### src/rtl/pc_stack_unit_if.sv
// Decoder-side bundle for pc_stack_unit: command strobes and targets in,
// fetch address and stack status out.
interface pc_stack_unit_if #(
    parameter int unsigned ADDR_WIDTH  = 12,
    parameter int unsigned OFF_WIDTH   = 8,
    parameter int unsigned STACK_DEPTH = 8
);
    localparam int unsigned SP_WIDTH = $clog2(STACK_DEPTH) + 1;

    logic                  clk_valid;
    logic                  pc_inc;
    logic                  pc_load;
    logic                  pc_rel;
    logic                  call;
    logic                  ret;
    logic                  err_clr;
    logic [ADDR_WIDTH-1:0] pc_next;
    logic [OFF_WIDTH-1:0]  rel_offset;

    logic [ADDR_WIDTH-1:0] pc_out;
    logic                  bootstrapping;
    logic                  stack_empty;
    logic                  stack_full;
    logic                  stack_ovf;
    logic                  stack_unf;
    logic [SP_WIDTH-1:0]   sp_out;

    modport master (
        output clk_valid, pc_inc, pc_load, pc_rel, call, ret, err_clr, pc_next, rel_offset,
        input  pc_out, bootstrapping, stack_empty, stack_full, stack_ovf, stack_unf, sp_out
    );

    modport slave (
        input  clk_valid, pc_inc, pc_load, pc_rel, call, ret, err_clr, pc_next, rel_offset,
        output pc_out, bootstrapping, stack_empty, stack_full, stack_ovf, stack_unf, sp_out
    );
endinterface

### src/rtl/pc_stack_unit.sv
// Program counter with return-address stack, relative jumps and sticky stack errors.
// Define PC_STACK_WRAP_EN to make the stack circular (call when full overwrites the oldest entry).
module pc_stack_unit #(
    parameter int unsigned           ADDR_WIDTH   = 12,
    parameter int unsigned           OFF_WIDTH    = 8,
    parameter int unsigned           STACK_DEPTH  = 8,
    parameter int unsigned           BOOT_LIMIT   = 'h200,
    parameter logic [ADDR_WIDTH-1:0] RESET_VECTOR = '0
) (
    input logic            clk,
    input logic            arst_n,
    pc_stack_unit_if.slave bus
);
    localparam int unsigned PTR_W = $clog2(STACK_DEPTH);
    localparam int unsigned SP_W  = PTR_W + 1;

    logic [ADDR_WIDTH-1:0]        pc_q, pc_d, pc_plus1;
    logic [SP_W-1:0]              sp_q, sp_d;
    logic [PTR_W-1:0]             ptr_q, ptr_d, top_idx;
    logic                         ovf_q, ovf_d, unf_q, unf_d;
    logic                         push_en, full, empty;
    logic signed [OFF_WIDTH-1:0]  off_s;
    logic signed [ADDR_WIDTH-1:0] off_ext;
    logic [ADDR_WIDTH-1:0]        stack_mem [STACK_DEPTH];

    assign pc_plus1 = pc_q + ADDR_WIDTH'(1);
    assign off_s    = bus.rel_offset;
    assign off_ext  = ADDR_WIDTH'(off_s);
    // ptr_q is the next write slot; when full in circular mode it also marks the oldest entry
    assign top_idx  = ptr_q - PTR_W'(1);
    assign full     = (sp_q == SP_W'(STACK_DEPTH));
    assign empty    = (sp_q == '0);

    // NOTE: every variable gets a default at the top so no path leaves it unassigned (no latches).
    always_comb begin
        pc_d    = pc_q;
        sp_d    = sp_q;
        ptr_d   = ptr_q;
        ovf_d   = ovf_q;
        unf_d   = unf_q;
        push_en = 1'b0;
        if (bus.clk_valid) begin
            // Clear first so an error raised below in the same cycle wins.
            if (bus.err_clr) begin
                ovf_d = 1'b0;
                unf_d = 1'b0;
            end
            if (bus.pc_load) begin
                pc_d = bus.pc_next;
            end else if (bus.call) begin
                pc_d = bus.pc_next;
                if (!full) begin
                    push_en = 1'b1;
                    ptr_d   = ptr_q + PTR_W'(1);
                    sp_d    = sp_q + SP_W'(1);
                end else begin
                    ovf_d = 1'b1;
`ifdef PC_STACK_WRAP_EN
                    push_en = 1'b1;
                    ptr_d   = ptr_q + PTR_W'(1);
`else
                    push_en = 1'b0;
`endif
                end
            end else if (bus.ret) begin
                if (!empty) begin
                    pc_d  = stack_mem[top_idx];
                    ptr_d = top_idx;
                    sp_d  = sp_q - SP_W'(1);
                end else begin
                    pc_d  = pc_plus1;
                    unf_d = 1'b1;
                end
            end else if (bus.pc_rel) begin
                pc_d = pc_q + ADDR_WIDTH'(off_ext);
            end else if (bus.pc_inc) begin
                pc_d = pc_plus1;
            end
        end
    end

    // NOTE: sequential state uses non-blocking assignments so every register samples pre-edge values.
    always_ff @(posedge clk or negedge arst_n) begin
        if (!arst_n) begin
            pc_q  <= RESET_VECTOR;
            sp_q  <= '0;
            ptr_q <= '0;
            ovf_q <= 1'b0;
            unf_q <= 1'b0;
        end else begin
            pc_q  <= pc_d;
            sp_q  <= sp_d;
            ptr_q <= ptr_d;
            ovf_q <= ovf_d;
            unf_q <= unf_d;
        end
    end

    // NOTE: stack storage has no reset; entries are only read when sp_q says they were written.
    always_ff @(posedge clk) begin
        if (push_en) begin
            stack_mem[ptr_q] <= pc_plus1;
        end
    end

    assign bus.pc_out        = pc_q;
    assign bus.bootstrapping = (32'(pc_q) < BOOT_LIMIT);
    assign bus.stack_empty   = empty;
    assign bus.stack_full    = full;
    assign bus.stack_ovf     = ovf_q;
    assign bus.stack_unf     = unf_q;
    assign bus.sp_out        = sp_q;
endmodule

### src/flat_wrapper.sv
// flat-port wrapper written by rule: the top's interface ports become plain ports
module pc_stack_unit_flat 
#(
    parameter int unsigned           ADDR_WIDTH   = 12,
    parameter int unsigned           OFF_WIDTH    = 8,
    parameter int unsigned           STACK_DEPTH  = 8,
    parameter int unsigned           BOOT_LIMIT   = 'h200,
    parameter logic [ADDR_WIDTH-1:0] RESET_VECTOR = '0
)
  (clk, arst_n, bus_clk_valid, bus_pc_inc, bus_pc_load, bus_pc_rel, bus_call, bus_ret, bus_err_clr, bus_pc_next, bus_rel_offset, bus_pc_out, bus_bootstrapping, bus_stack_empty, bus_stack_full, bus_stack_ovf, bus_stack_unf, bus_sp_out);
  pc_stack_unit_if #(.ADDR_WIDTH(ADDR_WIDTH), .OFF_WIDTH(OFF_WIDTH), .STACK_DEPTH(STACK_DEPTH)) bus_i ();
  input logic clk;
  input logic arst_n;
  input wire logic [$bits(bus_i.clk_valid)-1:0] bus_clk_valid;
  input wire logic [$bits(bus_i.pc_inc)-1:0] bus_pc_inc;
  input wire logic [$bits(bus_i.pc_load)-1:0] bus_pc_load;
  input wire logic [$bits(bus_i.pc_rel)-1:0] bus_pc_rel;
  input wire logic [$bits(bus_i.call)-1:0] bus_call;
  input wire logic [$bits(bus_i.ret)-1:0] bus_ret;
  input wire logic [$bits(bus_i.err_clr)-1:0] bus_err_clr;
  input wire logic [$bits(bus_i.pc_next)-1:0] bus_pc_next;
  input wire logic [$bits(bus_i.rel_offset)-1:0] bus_rel_offset;
  output wire logic [$bits(bus_i.pc_out)-1:0] bus_pc_out;
  output wire logic [$bits(bus_i.bootstrapping)-1:0] bus_bootstrapping;
  output wire logic [$bits(bus_i.stack_empty)-1:0] bus_stack_empty;
  output wire logic [$bits(bus_i.stack_full)-1:0] bus_stack_full;
  output wire logic [$bits(bus_i.stack_ovf)-1:0] bus_stack_ovf;
  output wire logic [$bits(bus_i.stack_unf)-1:0] bus_stack_unf;
  output wire logic [$bits(bus_i.sp_out)-1:0] bus_sp_out;
  assign bus_i.clk_valid = bus_clk_valid;
  assign bus_i.pc_inc = bus_pc_inc;
  assign bus_i.pc_load = bus_pc_load;
  assign bus_i.pc_rel = bus_pc_rel;
  assign bus_i.call = bus_call;
  assign bus_i.ret = bus_ret;
  assign bus_i.err_clr = bus_err_clr;
  assign bus_i.pc_next = bus_pc_next;
  assign bus_i.rel_offset = bus_rel_offset;
  assign bus_pc_out = bus_i.pc_out;
  assign bus_bootstrapping = bus_i.bootstrapping;
  assign bus_stack_empty = bus_i.stack_empty;
  assign bus_stack_full = bus_i.stack_full;
  assign bus_stack_ovf = bus_i.stack_ovf;
  assign bus_stack_unf = bus_i.stack_unf;
  assign bus_sp_out = bus_i.sp_out;
  pc_stack_unit #(.ADDR_WIDTH(ADDR_WIDTH), .OFF_WIDTH(OFF_WIDTH), .STACK_DEPTH(STACK_DEPTH), .BOOT_LIMIT(BOOT_LIMIT), .RESET_VECTOR(RESET_VECTOR)) u_core (.clk(clk), .arst_n(arst_n), .bus(bus_i));
endmodule
### config.mk
export PLATFORM = sky130hd
export DESIGN_NAME = pc_stack_unit_flat
export DESIGN_NICKNAME = d
export VERILOG_FILES = /design/src/rtl/pc_stack_unit_if.sv /design/src/rtl/pc_stack_unit.sv /design/src/flat_wrapper.sv
export SDC_FILE = /design/constraint.sdc
export NUM_CORES = 1
export LEC_CHECK = 0
export ABC_AREA = 1
export CORE_ASPECT_RATIO = 0.6
export CORE_MARGIN = 10
export CORE_UTILIZATION = 40
export CTS_BUF_LIST = sky130_fd_sc_hd__clkbuf_2 sky130_fd_sc_hd__clkbuf_4 sky130_fd_sc_hd__clkbuf_8
export DETAILED_ROUTE_END_ITERATION = 10
export PLACE_DENSITY_LB_ADDON = 0.15
export SLEW_MARGIN = 10
export SYNTH_ARGS = -nofsm -noshare
export SYNTH_HDL_FRONTEND = slang
export SYNTH_SLANG_ARGS = --single-unit
### constraint.sdc
create_clock -name clk -period 4.5 [get_ports clk]
set_input_delay 0.9 -clock clk [delete_from_list [all_inputs] [get_ports clk]]
set_output_delay 0.9 -clock clk [all_outputs]
set_load 0.02 [all_outputs]
==> results of run 1 <==
worst min-delay path by stage:
stage	end	start
finish	u_core.bus.pc_out[9]$_DFFE_PN0P_	arst_n
floorplan	u_core.bus.stack_ovf$_DFFE_PN0P_	u_core.bus.stack_ovf$_DFFE_PN0P_
CTS	u_core.bus.stack_unf$_DFFE_PN0P_	u_core.bus.stack_unf$_DFFE_PN0P_
global route	u_core.bus.pc_out[9]$_DFFE_PN0P_	arst_n
global placement	u_core.bus.stack_ovf$_DFFE_PN0P_	u_core.bus.stack_ovf$_DFFE_PN0P_
detailed placement	u_core.bus.stack_unf$_DFFE_PN0P_	u_core.bus.stack_unf$_DFFE_PN0P_
layout make-up:
type                    count  area (µm²)
clock buffers              17         234
clock inverters            15         144
fillers                  1486        8080
inverters                  67         255
multi-input cells         508        2510
flip-flops and latches    117        3410
well taps                 203         254
repair buffers             55         531
cells in the final DEF, fill, tap and decap left out, drive strengths merged:
cell type / instances
o21bai: 3
bufinv: 1
buf: 7
clkinvlp: 3
a22oi: 1
fa: 2
xor2: 8
o31ai: 1
ha: 16
inv: 73
o21ai: 29
a21oi: 15
edfxtp: 96
o211ai: 5
clkinv: 5
xnor2: 3
nand3: 105
clkdlybuf4s50: 48
nand4: 8
nand2: 226
nor3: 6
o22ai: 8
clkbuf: 17
and2: 2
a31oi: 1
nor2: 66
nand3b: 3
dfrtp: 21
state kept, by name (all words and copies together) (netlist names):
register              count
u_core.stack_mem         96
u_core.bus.pc_out        12
u_core.bus.sp_out         4
u_core.ptr_q              3
u_core.bus.stack_ovf      1
u_core.bus.stack_unf      1
per-layer routing:
| metal | routed length, µm | vias up |
|---|---|---|
| met5 | 0 | - |
| met4 | 144 | 0 |
| met3 | 2170 | 14 |
| met2 | 7420 | 257 |
| met1 | 9030 | 2540 |
| li1 | - | 2516 |
kinds of logic (layout without fill, tap and decap cells):
family	after synthesis	in the layout	synth area share
DFF	117	117	0.540
xor gates and xnor gates	11	11	0.0153
buffers and inverters	94	154	0.0654
AOI/OAI and AO/OA	63	63	0.0563
and+or+nand+nor	416	416	0.285
adders and majority gates	18	18	0.0381
power by group through the flow:
stage | logic [mW] | clock network, mW | registers, mW
4_1_cts | 1.97 | 0.948 | 1.43
3_3_place_gp | 1.94 | 0 | 1.45
6_report | 1.98 | 0.928 | 1.43
5_1_grt | 2.21 | 1.00 | 1.44
3_5_place_dp | 1.96 | 0 | 1.45
2_1_floorplan | 1.33 | 0 | 1.46
stage by stage:
stage | cell area, µm² | std cells | hold WS (ns) | util
after floorplan | 6310 | 719 | 0.585 | -
after global placement | 6960 | 950 | 0.495 | 0.452
after global routing | 7340 | 982 | 0.466 | 0.476
after detailed placement | 6960 | 950 | 0.493 | 0.452
after CTS | 7340 | 982 | 0.525 | 0.476
final | 7340 | 982 | 0.459 | 0.476
critical path, cell delays in order (launching register included):
cell and delay, ns:
dfrtp_1 0.46, inv_1 0.16, ha_1 0.92, clkinv_2 0.60
nand3_1 0.44, nand3_1 0.12, nand3_1 0.10, nand3_1 0.08
nand2_1 0.09, inv_1 0.05, nand2_1 0.05, nand2_1 0.04
nand2_1 0.05
==> flow_summary.ini, run 1 <==
[clocking]
htree_levels = 4
cts_hold_buffers = 0
clkTransAtPathRegs_ns = 0.08
cts_setup_buffers = 0
cts_tree = done
clockBufferDepth = 2
clk_latency_ns = 0.43
cts_made_buffers = 17
numClockSinks = 117
cts_resized = 0
clockRootBuffer = clkbuf_8

[grt]
grt_pass1_vias = 4965
use_met2 = 0.233
overflow = 0
grt_first_pass_wirelength_mm = 28.9
grtUsageMet3 = 0.0740
antenna_found_initial = 0
globalRouteTotalUtil = 0.176
grt.met1_usage = 0.259
busiest_layer = met1
grt_start_max_net_pins = 51

[sta]
fin_skew_ns = 0.0162
setup_violations = 0
drv_slew = 0
post-route-min-period_ns = 3.21
fin_crit_sh = 0.714
slew_headroom = 0.282
fin_tns_setup_ns = 0
hold_violations = 0
grt_setup_unrepaired = false
setup_ws_ns = 1.29
worstMarginPinSlew_ns = 1.07
max_freq_mhz = 311

[worst_setup_path]
required_ns = 4.87
reg2reg_to = u_core.bus.pc_out[9]$_DFFE_PN0P_
cp-end-kind = register
crit_start = u_core.ptr_q[1]$_DFFE_PN0P_
critPathKind = reg -> reg
r2r-start = u_core.ptr_q[1]$_DFFE_PN0P_
crit_fanout = 26
endpoint = u_core.bus.pc_out[9]$_DFFE_PN0P_
start_kind = register
r2r_slack_ns = 1.29
arrival_ns = 3.58
reg2reg_depth = 12

[die]
rows = 35
fp.dieW_um = 182
core_area_um2 = 15400
io_pins = 50
chipHeight_um = 117
dieArea_um2 = 21400
start_util = 0.409

[detailed_routing]
post-route-drc-count = 0
dr_total_vias = 5327
wl_per_cell_um = 19.1
drt_iter0_drc = 686
first_pass_iters = 5
vias_per_cell = 5.42
final_antenna_net_count = 0
wirelength_mm = 18.8

[layout]
area_growth_pct = 16.2
drive_gt1_frac = 0.0809
antenna_cells = 0
num-nets-final = 813

[placed_design]
place_ws_ns = 0.917
dp_hpwl_mm = 13.6
gp_congestion = 0.914
port_buffers = 49

[power]
pwr_density_cell_nw_per_um2 = 592
switching_share = 0.452
seqPwrFrac = 0.330
p_leak_nw = 3.06
clkPwrFrac = 0.214
p_sw_mw = 1.97
irDropWorstVdd_mv = 0.607
intPower_mw = 2.38
total_power_mw = 4.34
pwr-share-comb = 0.457

[yosys]
synth_top_area_share = 0.457
synth-main-ff-cell = edfxtp_1
yosys_register_bits = 117
syn_area_um2 = 6310
syn-instance-count = 719
synth_nets = 766
yosys.area.top_type = edfxtp_1
synth_cell_type_count = 37
async_flop_share = 0.179
synth_commonest_cells = nand2_1, nand3_1, edfxtp_1, inv_1, nor2_1
ys_top_cells_by_area = edfxtp_1, nand2_1, dfrtp_1
yosysMostFrequentCell = nand2_1
syn_area_per_cell_um2 = 8.78
yosysSeqAreaShare = 0.540
synth_edf_count = 96
synth_warnings = 0

[status]
outcome = complete, no violations

[flow_run]
maxCapViolCount = 0

[worst_hold_path]
holdCritPathClass = in -> async
Power figures use the tool's default switching activity.
==> run 2: changes to the inputs <==
clock period = 3.1 ns   (was 4.5 ns; I/O delays follow)
==> flow_summary.ini, run 2 (same netlist as run 1, synthesis figures left out) <==
[grt]
overflow = 0
grt_start_max_net_pins = 51
grt.met1_usage = 0.243
grt_first_pass_wirelength_mm = 27.7
globalRouteTotalUtil = 0.166
busiest_layer = met1
grt_pass1_vias = 4941
grtUsageMet3 = 0.0540
use_met2 = 0.237
antenna_found_initial = 0

[power]
p_leak_nw = 3.16
clkPwrFrac = 0.237
pwr-share-comb = 0.438
total_power_mw = 6.39
pwr_density_cell_nw_per_um2 = 854
irDropWorstVdd_mv = 0.646
seqPwrFrac = 0.324
switching_share = 0.417
intPower_mw = 3.72
p_sw_mw = 2.67

[clocking]
clockRootBuffer = clkbuf_8
cts_resized = 0
clk_latency_ns = 0.43
clkTransAtPathRegs_ns = 0.07
numClockSinks = 117
cts_made_buffers = 17
cts_tree = done
htree_levels = 4
cts_hold_buffers = 0
clockBufferDepth = 2
cts_setup_buffers = 0

[placed_design]
dp_hpwl_mm = 12.2
gp_congestion = 0.888
port_buffers = 49

[sta]
grt_setup_unrepaired = false
max_freq_mhz = 373
fin_crit_sh = 0.866
hold_violations = 0
fin_skew_ns = 0.0140
fin_tns_setup_ns = 0
setup_violations = 0
worstMarginPinSlew_ns = 0.843
drv_slew = 0
post-route-min-period_ns = 2.68
slew_headroom = 0.436

[worst_setup_path]
crit_fanout = 10
critPathKind = reg -> out
slowest_stage = clkdlybuf4s50_1
cp-end-kind = output pin
path_cells = nor2_1, nand2_2, nor2_8, clkdlybuf4s50_1
arrival_ns = 2.06
slowest_delay_ns = 0.66
required_ns = 2.48
start_kind = register

[detailed_routing]
dr_total_vias = 5179
final_antenna_net_count = 0
wl_per_cell_um = 17.7
wirelength_mm = 17.6
first_pass_iters = 7
post-route-drc-count = 0
drt_iter0_drc = 567
vias_per_cell = 5.20

[flow_run]
maxCapViolCount = 0

[die]
dieArea_um2 = 21400
fp.dieW_um = 182
core_area_um2 = 15400
io_pins = 50
rows = 35
chipHeight_um = 117
start_util = 0.409

[worst_hold_path]
holdCritPathClass = reg -> reg

[layout]
layout_commonest_cell = nand2_1
regMostFlops = u_core.stack_mem
num-nets-final = 827
area_growth_pct = 18.7
largest_reg_flops = 96
drive_gt1_frac = 0.0921
antenna_cells = 0
final_cell_mix = nand2_1, nand3_1, edfxtp_1, inv_1, nor2_1

[status]
outcome = complete, no violations
run 2: cell count changes in the layout (fill, tap and decap cells not counted):
cell / delta
clkinvlp_4: -2
clkbuf_4: +4
buf_2: -1
buf_4: +14
clkdlybuf4s50_1: +1
bufinv_16: +3
inv_8: -1
clkinv_1: +3
clkinv_4: -1
inv_6: -6
run 2: cell type report:
type                       instances  area (µm²)
sequential                       117        3410
timing repair buffer              69         641
clock buffer                      21         264
fill                            1491        7930
tap                              203         254
inverter                          67         255
multi-input combinational        508        2510
clock inverter                    11         158
run 2: through the flow:
step	instance area, µm²	utilization	hold slack [ns]	setup WS, ns	instances
final	7490	0.486	0.498	0.417	996
after floorplan	6310	-	0.324	0.584	719
after detailed placement	7070	0.459	0.475	0.390	964
after global routing	7490	0.486	0.547	0.312	996
after global placement	7070	0.459	0.494	0.505	964
after CTS	7490	0.486	0.502	0.395	996
run 2: path summary, 6_finish.rpt:
path	from	end	slack, ns	cells after the start
min reg2reg	u_core.bus.stack_unf$_DFFE_PN0P_	u_core.bus.stack_unf$_DFFE_PN0P_	0.50	2
max reg2reg	u_core.ptr_q[1]$_DFFE_PN0P_	u_core.bus.pc_out[5]$_DFFE_PN0P_	0.81	12
max in group asynchronous	arst_n	u_core.bus.pc_out[4]$_DFFE_PN0P_	2.28	2
min in group asynchronous	arst_n	u_core.bus.pc_out[7]$_DFFE_PN0P_	0.54	2
min	u_core.bus.stack_unf$_DFFE_PN0P_	u_core.bus.stack_unf$_DFFE_PN0P_	0.50	2
max	u_core.bus.sp_out[0]$_DFFE_PN0P_	bus_stack_empty	0.42	4
run 2: power by group through the flow:
stage                     Clock, mW  Sequential, mW  Combinational (mW)
after floorplan                   0            2.13                1.92
after global routing           1.62            2.09                3.17
after global placement            0            2.10                2.78
after detailed placement          0            2.10                2.80
final                          1.52            2.07                2.80
after CTS                      1.54            2.07                2.81
run 2: metal layers:
metal | share of wire | vias up
li1 | - | 2529
met4 | 0.0041 | 0
met3 | 0.092 | 10
met5 | 0 | -
met2 | 0.41 | 198
met1 | 0.49 | 2442
run 2: critical path, delay by kind of cell, from the launching register on:
family | cells | cell delay (ns)
simple gates | 3 | 0.51
buf+inv | 1 | 0.66
flops | 1 | 0.47
